`src/rtl/mem_arbiter_pkg.sv`:
```
// Shared definitions for the I/D memory arbiter: FSM encoding, starvation
// limit default and starve-counter width helper.
package mem_arbiter_pkg;

    typedef enum logic [2:0] {
        ST_IDLE   = 3'd0,
        ST_BUSY_I = 3'd1,
        ST_BUSY_D = 3'd2,
        ST_RESP_I = 3'd3,
        ST_RESP_D = 3'd4
    } arb_state_t;

    localparam int STARVE_LIMIT_DEFAULT = 4;

    // Width able to hold 0..limit; never narrower than one bit.
    function automatic int starve_cnt_w(input int limit);
        return (limit < 2) ? 1 : $clog2(limit + 1);
    endfunction

endpackage

```
`src/rtl/mem_arbiter_starve_counter.sv`:
```
// Saturating counter of consecutive D grants taken while the I side waits.
module mem_arbiter_starve_counter
    import mem_arbiter_pkg::*;
#(
    parameter int LIMIT = STARVE_LIMIT_DEFAULT,
    parameter int CNT_W = starve_cnt_w(LIMIT)
) (
    input  logic clk,
    input  logic rst,
    input  logic i_inc,
    input  logic i_clr,
    output logic o_sat
);

    localparam logic [CNT_W-1:0] LIMIT_V = CNT_W'(LIMIT);

    logic [CNT_W-1:0] r_count;
    logic             w_sat;

    assign w_sat = (r_count == LIMIT_V);
    assign o_sat = w_sat;

    // Clear wins over increment; increment stops at the limit.
    always_ff @(posedge clk) begin
        if (rst) begin
            r_count <= '0;
        end else if (i_clr) begin
            r_count <= '0;
        end else if (i_inc && !w_sat) begin
            r_count <= r_count + CNT_W'(1);
        end
    end

endmodule

```
`src/rtl/mem_arbiter.sv`:
```
// Two-requester (ICache refill / DCache) arbiter onto a single external memory
// port, with D priority bounded by a starvation limit and I-response cancel.
module mem_arbiter
    import mem_arbiter_pkg::*;
#(
    parameter int ADDR_W       = 32,
    parameter int DATA_W       = 32,
    parameter int STARVE_LIMIT = STARVE_LIMIT_DEFAULT
) (
    input  logic              clk,
    input  logic              rst,
    input  logic              i_req,
    input  logic [ADDR_W-1:0] i_addr,
    input  logic              i_flush,
    output logic              i_ack,
    output logic [DATA_W-1:0] i_rdata,
    input  logic              d_req,
    input  logic              d_we,
    input  logic [ADDR_W-1:0] d_addr,
    input  logic [DATA_W-1:0] d_wdata,
    output logic              d_ack,
    output logic [DATA_W-1:0] d_rdata,
    output logic              mem_req,
    output logic              mem_we,
    output logic [ADDR_W-1:0] mem_addr,
    output logic [DATA_W-1:0] mem_wdata,
    input  logic              mem_ack,
    input  logic [DATA_W-1:0] mem_rdata
);

    arb_state_t        r_state;
    logic              r_i_ack;
    logic              r_d_ack;
    logic              r_mem_req;
    logic              r_mem_we;
    logic              r_cancel;
    logic [ADDR_W-1:0] r_addr;
    logic [DATA_W-1:0] r_wdata;
    logic [DATA_W-1:0] r_i_rdata;
    logic [DATA_W-1:0] r_d_rdata;

    logic w_idle;
    logic w_starved;
    logic w_grant_d;
    logic w_grant_i;
    logic w_i_cancel;

    assign w_idle     = (r_state == ST_IDLE);
    assign w_grant_d  = w_idle && d_req && !(i_req && w_starved);
    assign w_grant_i  = w_idle && i_req && !w_grant_d;
    assign w_i_cancel = r_cancel || i_flush;

    mem_arbiter_starve_counter #(
        .LIMIT (STARVE_LIMIT)
    ) u_starve (
        .clk   (clk),
        .rst   (rst),
        .i_inc (w_grant_d && i_req),
        .i_clr (w_grant_i),
        .o_sat (w_starved)
    );

    // Arbitration FSM; every output is a register updated here.
    always_ff @(posedge clk) begin
        if (rst) begin
            r_state   <= ST_IDLE;
            r_i_ack   <= 1'b0;
            r_d_ack   <= 1'b0;
            r_mem_req <= 1'b0;
            r_mem_we  <= 1'b0;
            r_cancel  <= 1'b0;
            r_addr    <= '0;
            r_wdata   <= '0;
            r_i_rdata <= '0;
            r_d_rdata <= '0;
        end else begin
            case (r_state)
                ST_IDLE: begin
                    r_cancel <= 1'b0;
                    r_i_ack  <= 1'b0;
                    r_d_ack  <= 1'b0;
                    if (w_grant_d) begin
                        r_state   <= ST_BUSY_D;
                        r_mem_req <= 1'b1;
                        r_mem_we  <= d_we;
                        r_addr    <= d_addr;
                        r_wdata   <= d_wdata;
                    end else if (w_grant_i) begin
                        r_state   <= ST_BUSY_I;
                        r_mem_req <= 1'b1;
                        r_mem_we  <= 1'b0;
                        r_addr    <= i_addr;
                        r_wdata   <= '0;
                    end else begin
                        r_mem_req <= 1'b0;
                        r_mem_we  <= 1'b0;
                    end
                end
                ST_BUSY_I: begin
                    r_cancel <= w_i_cancel;
                    if (mem_ack) begin
                        r_state   <= ST_RESP_I;
                        r_mem_req <= 1'b0;
                        r_mem_we  <= 1'b0;
                        r_i_ack   <= !w_i_cancel;
                        // A cancelled refill leaves the previous I data visible.
                        if (!w_i_cancel) begin
                            r_i_rdata <= mem_rdata;
                        end
                    end
                end
                ST_BUSY_D: begin
                    if (mem_ack) begin
                        r_state   <= ST_RESP_D;
                        r_mem_req <= 1'b0;
                        r_mem_we  <= 1'b0;
                        r_d_ack   <= 1'b1;
                        r_d_rdata <= mem_rdata;
                    end
                end
                ST_RESP_I: begin
                    r_state  <= ST_IDLE;
                    r_i_ack  <= 1'b0;
                    r_cancel <= 1'b0;
                end
                ST_RESP_D: begin
                    r_state  <= ST_IDLE;
                    r_d_ack  <= 1'b0;
                    r_cancel <= 1'b0;
                end
                default: begin
                    r_state   <= ST_IDLE;
                    r_i_ack   <= 1'b0;
                    r_d_ack   <= 1'b0;
                    r_mem_req <= 1'b0;
                    r_mem_we  <= 1'b0;
                    r_cancel  <= 1'b0;
                end
            endcase
        end
    end

    assign i_ack     = r_i_ack;
    assign d_ack     = r_d_ack;
    assign i_rdata   = r_i_rdata;
    assign d_rdata   = r_d_rdata;
    assign mem_req   = r_mem_req;
    assign mem_we    = r_mem_we;
    assign mem_addr  = r_addr;
    assign mem_wdata = r_wdata;

endmodule
```
`config.mk`:
```
export PLATFORM = sky130hd
export DESIGN_NAME = mem_arbiter
export DESIGN_NICKNAME = d
export VERILOG_FILES = /design/src/rtl/mem_arbiter_pkg.sv /design/src/rtl/mem_arbiter_starve_counter.sv /design/src/rtl/mem_arbiter.sv
export SDC_FILE = /design/constraint.sdc
export NUM_CORES = 1
export LEC_CHECK = 0
export ABC_AREA = 1
export CAP_MARGIN = 10
export CORE_UTILIZATION = 28
export DETAILED_ROUTE_END_ITERATION = 12
export MAX_ROUTING_LAYER = met4
export PLACE_DENSITY = 0.62
export SYNTH_ARGS = -nofsm -noshare
export SYNTH_HDL_FRONTEND = slang
export SYNTH_SLANG_ARGS = --single-unit
export TNS_END_PERCENT = 30
```
`constraint.sdc`:
```
create_clock -name clk -period 3 [get_ports clk]
set_clock_uncertainty 0.1 [all_clocks]
set_input_delay 0.6 -clock clk [delete_from_list [all_inputs] [get_ports clk]]
set_output_delay 0.6 -clock clk [all_outputs]
set_load 0.01 [all_outputs]
```
### After elaboration in Yosys (flattened, before gate mapping)

Cells that the tools add are included.

| cells by class | value |
|---|---|
| add/subtract/negate cells | 1 |
| $mul | 0 |
| div/mod/pow operators | 0 |
| order comparisons | 0 |
| equal/unequal tests | 9 |
| shifts and indexed selects | 0 |
| mux-type cells | 20 |
| bitwise logic cells | 4 |
| reduce and logical (&&, ||, !) cells | 26 |

Operators by type and width:

| kind | number |
|---|---|
| $mux W32 | 4 |
| $mux W3 | 4 |
| $reduce_and A2 Y1 | 5 |
| $reduce_or A2 Y1 | 5 |
| $pmux W3 S3 | 1 |
| $logic_and A1 B1 Y1 | 7 |
| $eq A3 B2 Y1 const B | 2 |
| $eq A3 B3 Y1 const B | 2 |
| $mux W1 | 6 |
| $pmux W1 S2 | 3 |
| $pmux W1 S3 | 2 |
| $reduce_and A3 Y1 | 2 |
| $logic_not A1 Y1 | 4 |
| $ne A2 B2 Y1 const B | 2 |
| $not A1 Y1 | 4 |
| $add A3 B1 Y3 const B | 1 |
| $eq A3 B1 Y1 const B | 1 |
| $logic_not A3 Y1 | 1 |
| $ne A3 B1 Y1 const B | 1 |
| $ne A2 B1 Y1 const B | 1 |
| $reduce_bool A2 Y1 | 1 |
| $logic_or A1 B1 Y1 | 1 |

| word-level totals | value |
|---|---|
| bits in registers | 139 |
| latch bits | 0 |
| bits in writable memories | 0 |
| bits in read-only memories | 0 |
| bits of input ports | 135 |
| output and inout port bits | 132 |
| logic and storage cells | 71 |
| memories kept | 0 |

### Logic depth before layout (Yosys ltp)

Gate-level depths: netlist of run 1.

| logic depth | value |
|---|---|
| word-level depth | 9 |
| depth in mapped cells | 9 |
| mapped depth without buffers | 9 |

### By module

A second synthesis of run 1 with hierarchy kept.

| unflattened totals | value |
|---|---|
| cells, all modules | 766 |
| area total of the unflattened synthesis | 5462.7 um^2 |

By module, submodules not included:

| module | times used | cells an instance | area an instance (um^2) | seq. area each (um^2) |
|---|---|---|---|---|
| mem_arbiter | 1 | 739 | 5268.8 | 2722.6 |
| mem_arbiter_starve_counter | 1 | 27 | 193.9 | 60.1 |

### Worst setup path after synthesis of run 1

Ideal clock, no wire load.

| path | value |
|---|---|
| path kind | input-to-reg |
| start | input rst |
| end | register r_d_ack, in the netlist d_ack |
| library setup time | 0.132 ns |
| data arrival time | 1.370 ns |
| data required time | 2.768 ns |
| slack | 1.397 ns |
| stages | 4 |
| buffers on the path | 3 |
| path through | clkbuf_1 clkbuf_1 clkbuf_1 a21oi_1 |

RTL lines:

| element | line | text |
|---|---|---|
| start: declaration | mem_arbiter.sv:11 | `input logic rst,` |
| end signal: assignment | mem_arbiter.sv:68 | `r_d_ack <= 1'b0;` |
| end signal: assignment | mem_arbiter.sv:81 | `r_d_ack <= 1'b0;` |
| end signal: assignment | mem_arbiter.sv:117 | `r_d_ack <= 1'b1;` |
| end: declaration | mem_arbiter.sv:33 | `logic r_d_ack;` |

No word-level cell between the ends.

### Final worst setup path of run 1

| path | value |
|---|---|
| start | register r_addr[17], in the netlist mem_addr[17] |
| end | output mem_addr[17] |

RTL lines:

| element | line | text |
|---|---|---|
| start: declaration | mem_arbiter.sv:37 | `logic [ADDR_W-1:0] r_addr;` |
| start signal: assignment | mem_arbiter.sv:86 | `r_addr <= d_addr;` |
| start signal: assignment | mem_arbiter.sv:92 | `r_addr <= i_addr;` |
| end: declaration | mem_arbiter.sv:25 | `output logic [ADDR_W-1:0] mem_addr,` |

No word-level cell between the ends.

==> results of run 1 <==
## registers in the layout, summed over array words and instances, names as in the netlist
name and cells:
d_rdata 32, i_rdata 32, mem_addr 32, mem_wdata 32, r_state 3, u_starve.r_count 3, d_ack 1, i_ack 1
mem_req 1, mem_we 1, r_cancel 1
## layout make-up
| type | count | area (sq um) | area share |
|---|---|---|---|
| flip-flops and latches | 139 | 2780 | 0.308 |
| repair buffers | 277 | 2770 | 0.306 |
| multi-input cells | 522 | 2460 | 0.273 |
| clock buffers | 17 | 425 | 0.0472 |
| well taps | 265 | 332 | 0.0367 |
| clock inverters | 15 | 200 | 0.0222 |
| inverters | 15 | 56.3 | 0.00624 |
| diodes | 1 | 2.50 | 0.000277 |
## report_power, final
part / internal (mW) / switching, mW / total, mW
clock network: 1.28 / 0.959 / 2.24
registers: 2.23 / 0.202 / 2.43
logic: 1.26 / 1.42 / 2.68
## per-layer routing
metal / wire (um) / vias up / track usage / share of wire
li1: - / 2918 / - / -
met1: 8600 / 2643 / 0.227 / 0.45
met2: 8750 / 192 / 0.304 / 0.46
met3: 1460 / 11 / 0.0594 / 0.077
met4: 151 / 0 / 0.0566 / 0.0080
met5: 0 / - / - / 0
## synth_stat cells (3+ instances only)
master                     number  area (sq um)
sky130_fd_sc_hd__a21oi_1      100           500
sky130_fd_sc_hd__buf_2         23           115
sky130_fd_sc_hd__buf_4          4          30.0
sky130_fd_sc_hd__buf_6          3          33.8
sky130_fd_sc_hd__clkbuf_1      28           105
sky130_fd_sc_hd__dfxtp_1      139          2780
sky130_fd_sc_hd__inv_1         11          41.3
sky130_fd_sc_hd__inv_2          3          11.3
sky130_fd_sc_hd__nand2_1      155           582
sky130_fd_sc_hd__nand3_1       69           345
sky130_fd_sc_hd__nand3b_1      32           240
sky130_fd_sc_hd__nor2_1        85           319
sky130_fd_sc_hd__o21ai_0       68           340
## through the flow
step	hold WS (ns)	cell area (sq um)
after floorplan	0.336	5570
after global placement	0.347	8390
after detailed placement	0.354	8390
after CTS	0.365	9020
after global routing	0.382	9020
final	0.364	9020
## kinds of logic (layout without fill, tap and decap cells)
logic type | count (synthesis) | count (layout) | synth area share
AO/OA/AOI/OAI | 168 | 168 | 0.151
buffers and inverters | 74 | 324 | 0.0618
other | 0 | 1 | 0
adder cells (fa/ha/maj) | 2 | 2 | 0.00449
flip-flops | 139 | 139 | 0.500
XOR/XNOR | 1 | 1 | 0.00157
AND/OR/NAND/NOR | 351 | 351 | 0.281
## worst min-delay path by stage
stage | slack (ns) | cells after the start | start | endpoint
global route | 0.38 | 2 | d_rdata[2] | d_rdata[2]
finish | 0.36 | 2 | d_rdata[18] | d_rdata[18]
detailed placement | 0.35 | 2 | d_rdata[13] | d_rdata[13]
floorplan | 0.34 | 2 | r_cancel | r_cancel
CTS | 0.36 | 2 | d_rdata[27] | d_rdata[27]
global placement | 0.35 | 2 | d_rdata[23] | d_rdata[23]
==> results_dict.tcl, run 1 <==
set metrics [dict create \
    layout_commonest_cell "sky130_fd_sc_hd__clkdlybuf4s50_1" \
    port_buffers 266 \
    postSynthRegisterBits 139 \
    worstPathMaxFanout 2 \
    mean_cell_area_of_the_mapped_netlist_sq_um 7.58 \
    pre_cts_ws_ns 0.528 \
    via_count_of_the_first_global_routing_pass 5420 \
    synthesis.instances 735 \
    globalRoute.totalOverflow 0 \
    maxClockFrequency_ghz 0.485 \
    worst_skew_pair.late_latency_ns 0.42 \
    timing.critical_path.cells "clkdlybuf4s50_1" \
    mappedNetlistArea_sq_um 5570 \
    worst_r2r_path_depth 8 \
    design.final.nets 1109 \
    cts_made_buffers 17 \
    slew_of_the_pin_with_the_lowest_slew_margin_ns 0.790 \
    remaining_drc_errors 0 \
    syn-num-nets 872 \
    irDropWorstVdd_uv 450 \
    worst_path_required_ns 2.30 \
    die_w_um 143 \
    fillerInstances 1922 \
    min_delay_worst_type "reg2reg" \
    yosys_warnings 0 \
    post_drt_wl_per_cell_um 15.2 \
    areaGrowthSynthToFinish_pct 62.0 \
    worst-path-buf-inv 1 \
    critPathCapture "mem_addr[17]" \
    finalSetupViolations 0 \
    gr-usage-all-layers 0.190 \
    worst_setup_hold_path_clk_slew_ns 0.07 \
    synthArstFlopShare 0 \
    r2r-end "mem_addr[1]" \
    postLayoutCoreUtil 0.464 \
    drtPass1Iterations 4 \
    critPathLaunchType "register" \
    worstReg2RegStart "u_starve.r_count[0]" \
    die_area_sq_um 20500 \
    cp_data_arrival_time_ns 1.36 \
    commonest_register_cell_after_synthesis "sky130_fd_sc_hd__dfxtp_1" \
    placeableCoreArea_sq_um 19500 \
    critical_path.slowest_cell "sky130_fd_sc_hd__clkdlybuf4s50_1" \
    timing.critical_path.slowest_cell_delay_ns 0.56 \
    tritoncts "done" \
    post_detailed_routing_wire_length_mm 19.0 \
    timing_max_transition_violations_final 0 \
    period_utilization 0.687 \
    maxCapViolations 0 \
    critical_path_source "mem_addr[17]" \
    design_power_total_mw 7.35 \
    grt_start_max_net_pins 68 \
    routabilityCongestion 0.775 \
    setup-tns-final_ns 0 \
    clock-root-buffer "sky130_fd_sc_hd__clkbuf_16" \
    placementRows 51 \
    synth-edff-count 0 \
    postCtsSetupRepairBufs 0 \
    design.portCount 267 \
    rsz_0062_raised_after_global_routing "no" \
    synth-seq-area-share 0.500 \
    power_density_nw_per_um2 815 \
    result_of_the_run "finished, final reports clean" \
    final_cell_mix "265 x sky130_fd_sc_hd__clkdlybuf4s50_1, 155 x sky130_fd_sc_hd__nand2_1, 139 x sky130_fd_sc_hd__dfxtp_1" \
    start_util 0.286 \
    worst-r2r-setup-slack_ns 1.13 \
    static-leakage-power_nw 3.33 \
    dpl.hpwl_mm 12.5 \
    critical-path-top-delay-family "buffers and inverters" \
    path_depth 1 \
    routed-via-count 5764 \
    cts_hold_repair.buffers 0 \
    post_cts.resized_instances 0 \
    via_density 4.61 \
    final-hold-violation-count 0 \
    cts-root-to-sink-buffers 2 \
    finalWorstSetupSlack_ns 0.938 \
    timing.final.crit_period_ns 2.06 \
    layout.cells.non_filler 1251 \
    post_route_cells_drive_above_1_share 0.0569 \
    timing.critical_path.to_type "primary output" \
    detailedRoute.firstIterationViolations 260 \
    synth_cell_types 24 \
    worst_slew_margin 0.474 \
    crit_type "reg2out" \
    place_inst 1218 \
    cts_h_tree_lvls 4 \
    clkSinkCount 139 \
    grt_pass1_wl_mm 28.9 \
    antenna_left 0 \
    grt_antenna_before_repair 0 \
    die_h_um 143 \
]
(Power assumes the default switching activity.)
==> inputs of run 2 (changes only) <==
==> constraint.sdc (replaced) <==
create_clock -name clk -period 2.1 [get_ports clk]
set_clock_uncertainty 0.1 [all_clocks]
set_input_delay 0.42 -clock clk [delete_from_list [all_inputs] [get_ports clk]]
set_output_delay 0.42 -clock clk [all_outputs]
set_load 0.01 [all_outputs]
==> run 2 against run 1 <==
Compared with the run above: via count grew 0.26%; combinational power rose by 49%; critical endpoint unchanged; clock power grew 37%; largest power group unchanged; register-to-register slack got worse by 0.79 ns; global-route usage decreased by 0.10 points; flip-flop and latch count is the same; sequential share of layout area fell by 0.39 points; cell count is 0.64% higher; highest routed layer unchanged; largest cell class is now buffers; power increased by 43%.
==> results_dict.tcl, run 2 (synthesis gave the netlist of run 1 again) <==
set metrics [dict create \
    clock-root-buffer "sky130_fd_sc_hd__clkbuf_16" \
    timing.critical_path.to_type "primary output" \
    worst_skew_pair.late_latency_ns 0.42 \
    rsz_0062_raised_after_global_routing "no" \
    finalSetupViolations 0 \
    post_route_cells_drive_above_1_share 0.0654 \
    met1_length_mm 8.12 \
    post_cts.resized_instances 0 \
    timing_max_transition_violations_final 0 \
    fin_worst_hold_slack_ns 0.361 \
    slew_of_the_pin_with_the_lowest_slew_margin_ns 0.791 \
    cts-root-to-sink-buffers 2 \
    grt_start_max_net_pins 69 \
    die_w_um 143 \
    worst_path_required_ns 1.58 \
    layout_commonest_cell "sky130_fd_sc_hd__clkdlybuf4s50_1" \
    grt_pass1_wl_mm 28.9 \
    design.final.nets 1118 \
    worstPathMaxFanout 2 \
    start_util 0.286 \
    maxClockFrequency_ghz 0.533 \
    antenna_cells 0 \
    cp_data_arrival_time_ns 1.36 \
    maxCapViolations 0 \
    detailed_place.area_sq_um 8540 \
    die_area_sq_um 20500 \
    cts_made_buffers 17 \
    worstReg2RegStart "u_starve.r_count[0]" \
    setup-tns-final_ns 0 \
    pre_cts_ws_ns 0.0231 \
    routed.top_layer "met4" \
    via_count_of_the_first_global_routing_pass 5425 \
    detailedRoute.firstIterationViolations 238 \
    routed-via-count 5779 \
    power_density_nw_per_um2 1150 \
    tritoncts "done" \
    final_cell_area_sq_um 9140 \
    critPathLaunchType "register" \
    worst-path-buf-inv 1 \
    irDropWorstVdd_uv 535 \
    min_delay_worst_type "reg2reg" \
    post_detailed_routing_wire_length_mm 18.9 \
    cts_h_tree_lvls 4 \
    post_drt_wl_per_cell_um 15.0 \
    static-leakage-power_nw 3.39 \
    timing.critical_path.slowest_cell_delay_ns 0.56 \
    gr-usage-all-layers 0.189 \
    die_h_um 143 \
    antenna_left 0 \
    placementRows 51 \
    grt_antenna_before_repair 0 \
    timing.final.crit_period_ns 1.88 \
    final-hold-violation-count 0 \
    finalWorstSetupSlack_ns 0.222 \
    worst-r2r-setup-slack_ns 0.34 \
    clkSinkCount 139 \
    placeableCoreArea_sq_um 19500 \
    globalRoute.totalOverflow 0 \
    timing.critical_path.cells "clkdlybuf4s50_1" \
    critical-path-top-delay-family "buffers and inverters" \
    critical_path.slowest_cell "sky130_fd_sc_hd__clkdlybuf4s50_1" \
    worst_slew_margin 0.472 \
    result_of_the_run "finished, final reports clean" \
    areaGrowthSynthToFinish_pct 64.1 \
    remaining_drc_errors 0 \
    drtPass1Iterations 4 \
    critical_path_source "mem_addr[17]" \
    hp-start "d_rdata[18]" \
    crit_type "reg2out" \
    postCtsSetupRepairBufs 0 \
    worst_setup_hold_path_clk_slew_ns 0.06 \
    via_density 4.59 \
    design.portCount 267 \
    final_cell_mix "265 x sky130_fd_sc_hd__clkdlybuf4s50_1, 155 x sky130_fd_sc_hd__nand2_1, 139 x sky130_fd_sc_hd__dfxtp_1" \
    met3WireLength_mm 1.57 \
    cts_hold_repair.buffers 0 \
    detailroute.wirelength.met2_mm 8.76 \
    period_utilization 0.894 \
    port_buffers 266 \
    routabilityCongestion 0.823 \
    postLayoutCoreUtil 0.470 \
    dpl.hpwl_mm 12.8 \
]
[run 2: cell count changes in the layout (fill, tap and decap cells not counted)]
cell and change:
sky130_fd_sc_hd__clkbuf_8 +1, sky130_fd_sc_hd__diode_2 -1, sky130_fd_sc_hd__clkinv_4 +5, sky130_fd_sc_hd__clkinv_8 -2, sky130_fd_sc_hd__clkinvlp_4 +1, sky130_fd_sc_hd__buf_12 +6
sky130_fd_sc_hd__buf_4 +3, sky130_fd_sc_hd__inv_8 -5
[run 2: worst register-to-register path: cells and delay by family (launching register included)]
kind	cells	cell delay (ns)
buffers and inverters	3	0.47
AOI/OAI and AO/OA	1	0.15
adders and majority gates	1	0.22
and+or+nand+nor	3	0.38
DFF	1	0.36
[run 2: per-stage QoR]
stage / cells / power, mW
finish: 1259 / 10.5
global route: 1259 / 11.2
CTS: 1259 / 10.7
detailed placement: 1227 / 7.56
global placement: 1227 / 7.54
floorplan: 735 / 5.61
[run 2: cell type report]
cell class | instances | area [sq um]
Clock inverter | 14 | 163
Multi-Input combinational cell | 522 | 2460
Timing Repair Buffer | 286 | 2910
Tap cell | 265 | 332
Clock buffer | 18 | 439
Sequential cell | 139 | 2780
Inverter | 15 | 56.3
Fill cell | 1928 | 10300
[run 2: power by group]
part / leakage (nW) / internal (mW) / total [mW] / switching, mW
combinational: 1.96 / 1.93 / 4.00 / 2.07
clock: 0.293 / 1.81 / 3.06 / 1.25
sequential: 1.14 / 3.18 / 3.47 / 0.284
total: 3.39 / 6.92 / 10.5 / 3.60
[run 2: final timing paths]
check,end,cells after the start
worst max-delay path,mem_addr[17],1
worst min-delay path,d_rdata[18],2
worst max register to register,mem_wdata[6],8
worst min register to register,d_rdata[18],2
[run 2: layer usage]
metal	global-route usage	vias to the layer above
li1	-	2929
met1	0.219	2613
met2	0.302	209
met3	0.0610	28
met4	0.0724	0
met5	-	-
==> inputs of run 3 (changes only) <==
--- a/config.mk
+++ b/config.mk
@@ -7,10 +7,10 @@
 export LEC_CHECK = 0
 export ABC_AREA = 1
 export CAP_MARGIN = 10
-export CORE_UTILIZATION = 28
+export CORE_UTILIZATION = 35
 export DETAILED_ROUTE_END_ITERATION = 12
 export MAX_ROUTING_LAYER = met4
-export PLACE_DENSITY = 0.62
+export PLACE_DENSITY = 0.74
 export SYNTH_ARGS = -nofsm -noshare
 export SYNTH_HDL_FRONTEND = slang
 export SYNTH_SLANG_ARGS = --single-unit
==> run 3 against run 2 <==
Compared with the run above: wire length decreased by 5.8%; power decreased by 0.69%; combinational power is essentially flat; largest cell class unchanged; global-route usage is 3.2 points higher; largest power group unchanged; cell area is 0.82% lower; via count increased by 1.0%; critical endpoint is now mem_addr[12]; first-iteration DRC count is 40% higher; cell count down 4.1%; register-to-register slack better by 0.08 ns.
==> results_dict.tcl, run 3 (synthesis gave the netlist of run 1 again) <==
set metrics [dict create \
    worst_skew_pair.late_latency_ns 0.41 \
    timing.critical_path.slowest_cell_delay_ns 0.58 \
    gr-usage-all-layers 0.220 \
    pre_cts_ws_ns 0.123 \
    detailed_place.area_sq_um 8470 \
    setup-tns-final_ns 0 \
    critical-path-top-delay-family "buffers and inverters" \
    final_cell_mix "265 x sky130_fd_sc_hd__clkdlybuf4s50_1, 155 x sky130_fd_sc_hd__nand2_1, 139 x sky130_fd_sc_hd__dfxtp_1" \
    critPathLaunchType "register" \
    clkSinkCount 139 \
    postLayoutCoreUtil 0.590 \
    min_delay_worst_type "in2reg" \
    multi_input_area_sq_um 2460 \
    worst_path_required_ns 1.58 \
    worst_setup_hold_path_clk_slew_ns 0.06 \
    worstReg2RegStart "u_starve.r_count[0]" \
    period_utilization 0.893 \
    grt_start_max_net_pins 68 \
    tritoncts "done" \
    maxClockFrequency_ghz 0.534 \
    sequential_cell_area_sq_um 2780 \
    die_w_um 128 \
    static-leakage-power_nw 3.38 \
    design_power_total_mw 10.5 \
    critical_path_source "mem_addr[12]" \
    result_of_the_run "finished, final reports clean" \
    r2r-end "mem_addr[31]" \
    worst_hold_path.num_cells 4 \
    post_detailed_routing_wire_length_mm 17.8 \
    areaGrowthSynthToFinish_pct 62.8 \
    power_density_nw_per_um2 1150 \
    start_util 0.362 \
    worst_slew_margin 0.490 \
    timing.critical_path.cells "clkdlybuf4s50_1" \
    critPathCapture "mem_addr[12]" \
    clock-root-buffer "sky130_fd_sc_hd__clkbuf_16" \
    worstPathMaxFanout 2 \
    worst-r2r-setup-slack_ns 0.42 \
    post_drt_wl_per_cell_um 14.7 \
    critical_path.slowest_cell "sky130_fd_sc_hd__clkdlybuf4s50_1" \
    routed-via-count 5839 \
    final-hold-violation-count 0 \
    cts_hold_repair.buffers 0 \
    post_cts.resized_instances 0 \
    grt_pass1_wl_mm 27.4 \
    placeableCoreArea_sq_um 15400 \
    layout_commonest_cell "sky130_fd_sc_hd__clkdlybuf4s50_1" \
    worst-path-buf-inv 1 \
    dpl.hpwl_mm 12.1 \
    cp_data_arrival_time_ns 1.35 \
    cts-root-to-sink-buffers 2 \
    rsz_0062_raised_after_global_routing "no" \
    detailedRoute.firstIterationViolations 334 \
    placementRows 45 \
    final_cell_area_sq_um 9060 \
    path_depth 1 \
    finalWorstSetupSlack_ns 0.226 \
    cts_h_tree_lvls 4 \
    via_density 4.83 \
    drtPass1Iterations 6 \
    worst_r2r_path_depth 8 \
    postCtsSetupRepairBufs 0 \
    die_h_um 128 \
    design.final.nets 1120 \
    remaining_drc_errors 0 \
    slew_of_the_pin_with_the_lowest_slew_margin_ns 0.765 \
    post_route_cells_drive_above_1_share 0.0663 \
    port_buffers 266 \
    fin_worst_hold_slack_ns 0.297 \
    layout.cells.non_filler 1208 \
    grt_antenna_before_repair 1 \
    timing.critical_path.to_type "primary output" \
    cts_made_buffers 17 \
    antenna_left 0 \
    design.portCount 267 \
    finalSetupViolations 0 \
    routabilityCongestion 0.812 \
    die_area_sq_um 16400 \
    globalRoute.totalOverflow 0 \
    crit_type "reg2out" \
    maxCapViolations 0 \
    fillerInstances 1388 \
    irDropWorstVdd_uv 698 \
    place_inst 1175 \
    timing_max_transition_violations_final 0 \
    timing.final.crit_period_ns 1.87 \
    via_count_of_the_first_global_routing_pass 5318 \
]
-- run 3: layout make-up --
cell class              instances  area share
inverters                      15     0.00621
clock buffers                  18      0.0473
repair buffers                288       0.321
multi-input cells             522       0.271
clock inverters                14      0.0177
diodes                          1    0.000276
flip-flops and latches        139       0.307
well taps                     211      0.0291
-- run 3: worst min path at each step --
stage,slack (ns),to,from
floorplan,0.34,r_cancel,r_cancel
global placement,0.35,r_cancel,r_cancel
detailed placement,0.35,d_rdata[27],d_rdata[27]
CTS,0.29,r_cancel,rst
global route,0.29,r_cancel,rst
finish,0.30,mem_req,rst
-- run 3: tightest hold or removal path: cells and delay by family --
family,cells,cell delay [ns]
buffers and inverters,2,0.21
and+or+nand+nor,2,0.13
-- run 3: metal layers --
metal	up-vias	share of wire	wire length [um]	track usage
li1	2935	-	-	-
met1	2620	0.43	7620	0.263
met2	260	0.46	8150	0.343
met3	24	0.090	1600	0.0710
met4	0	0.024	436	0.0886
met5	-	0	0	-
-- run 3: report_power, final --
group	switching [mW]	leakage (nW)	internal, mW
logic	2.04	1.97	1.93
registers	0.300	1.14	3.18
clock network	1.22	0.280	1.77
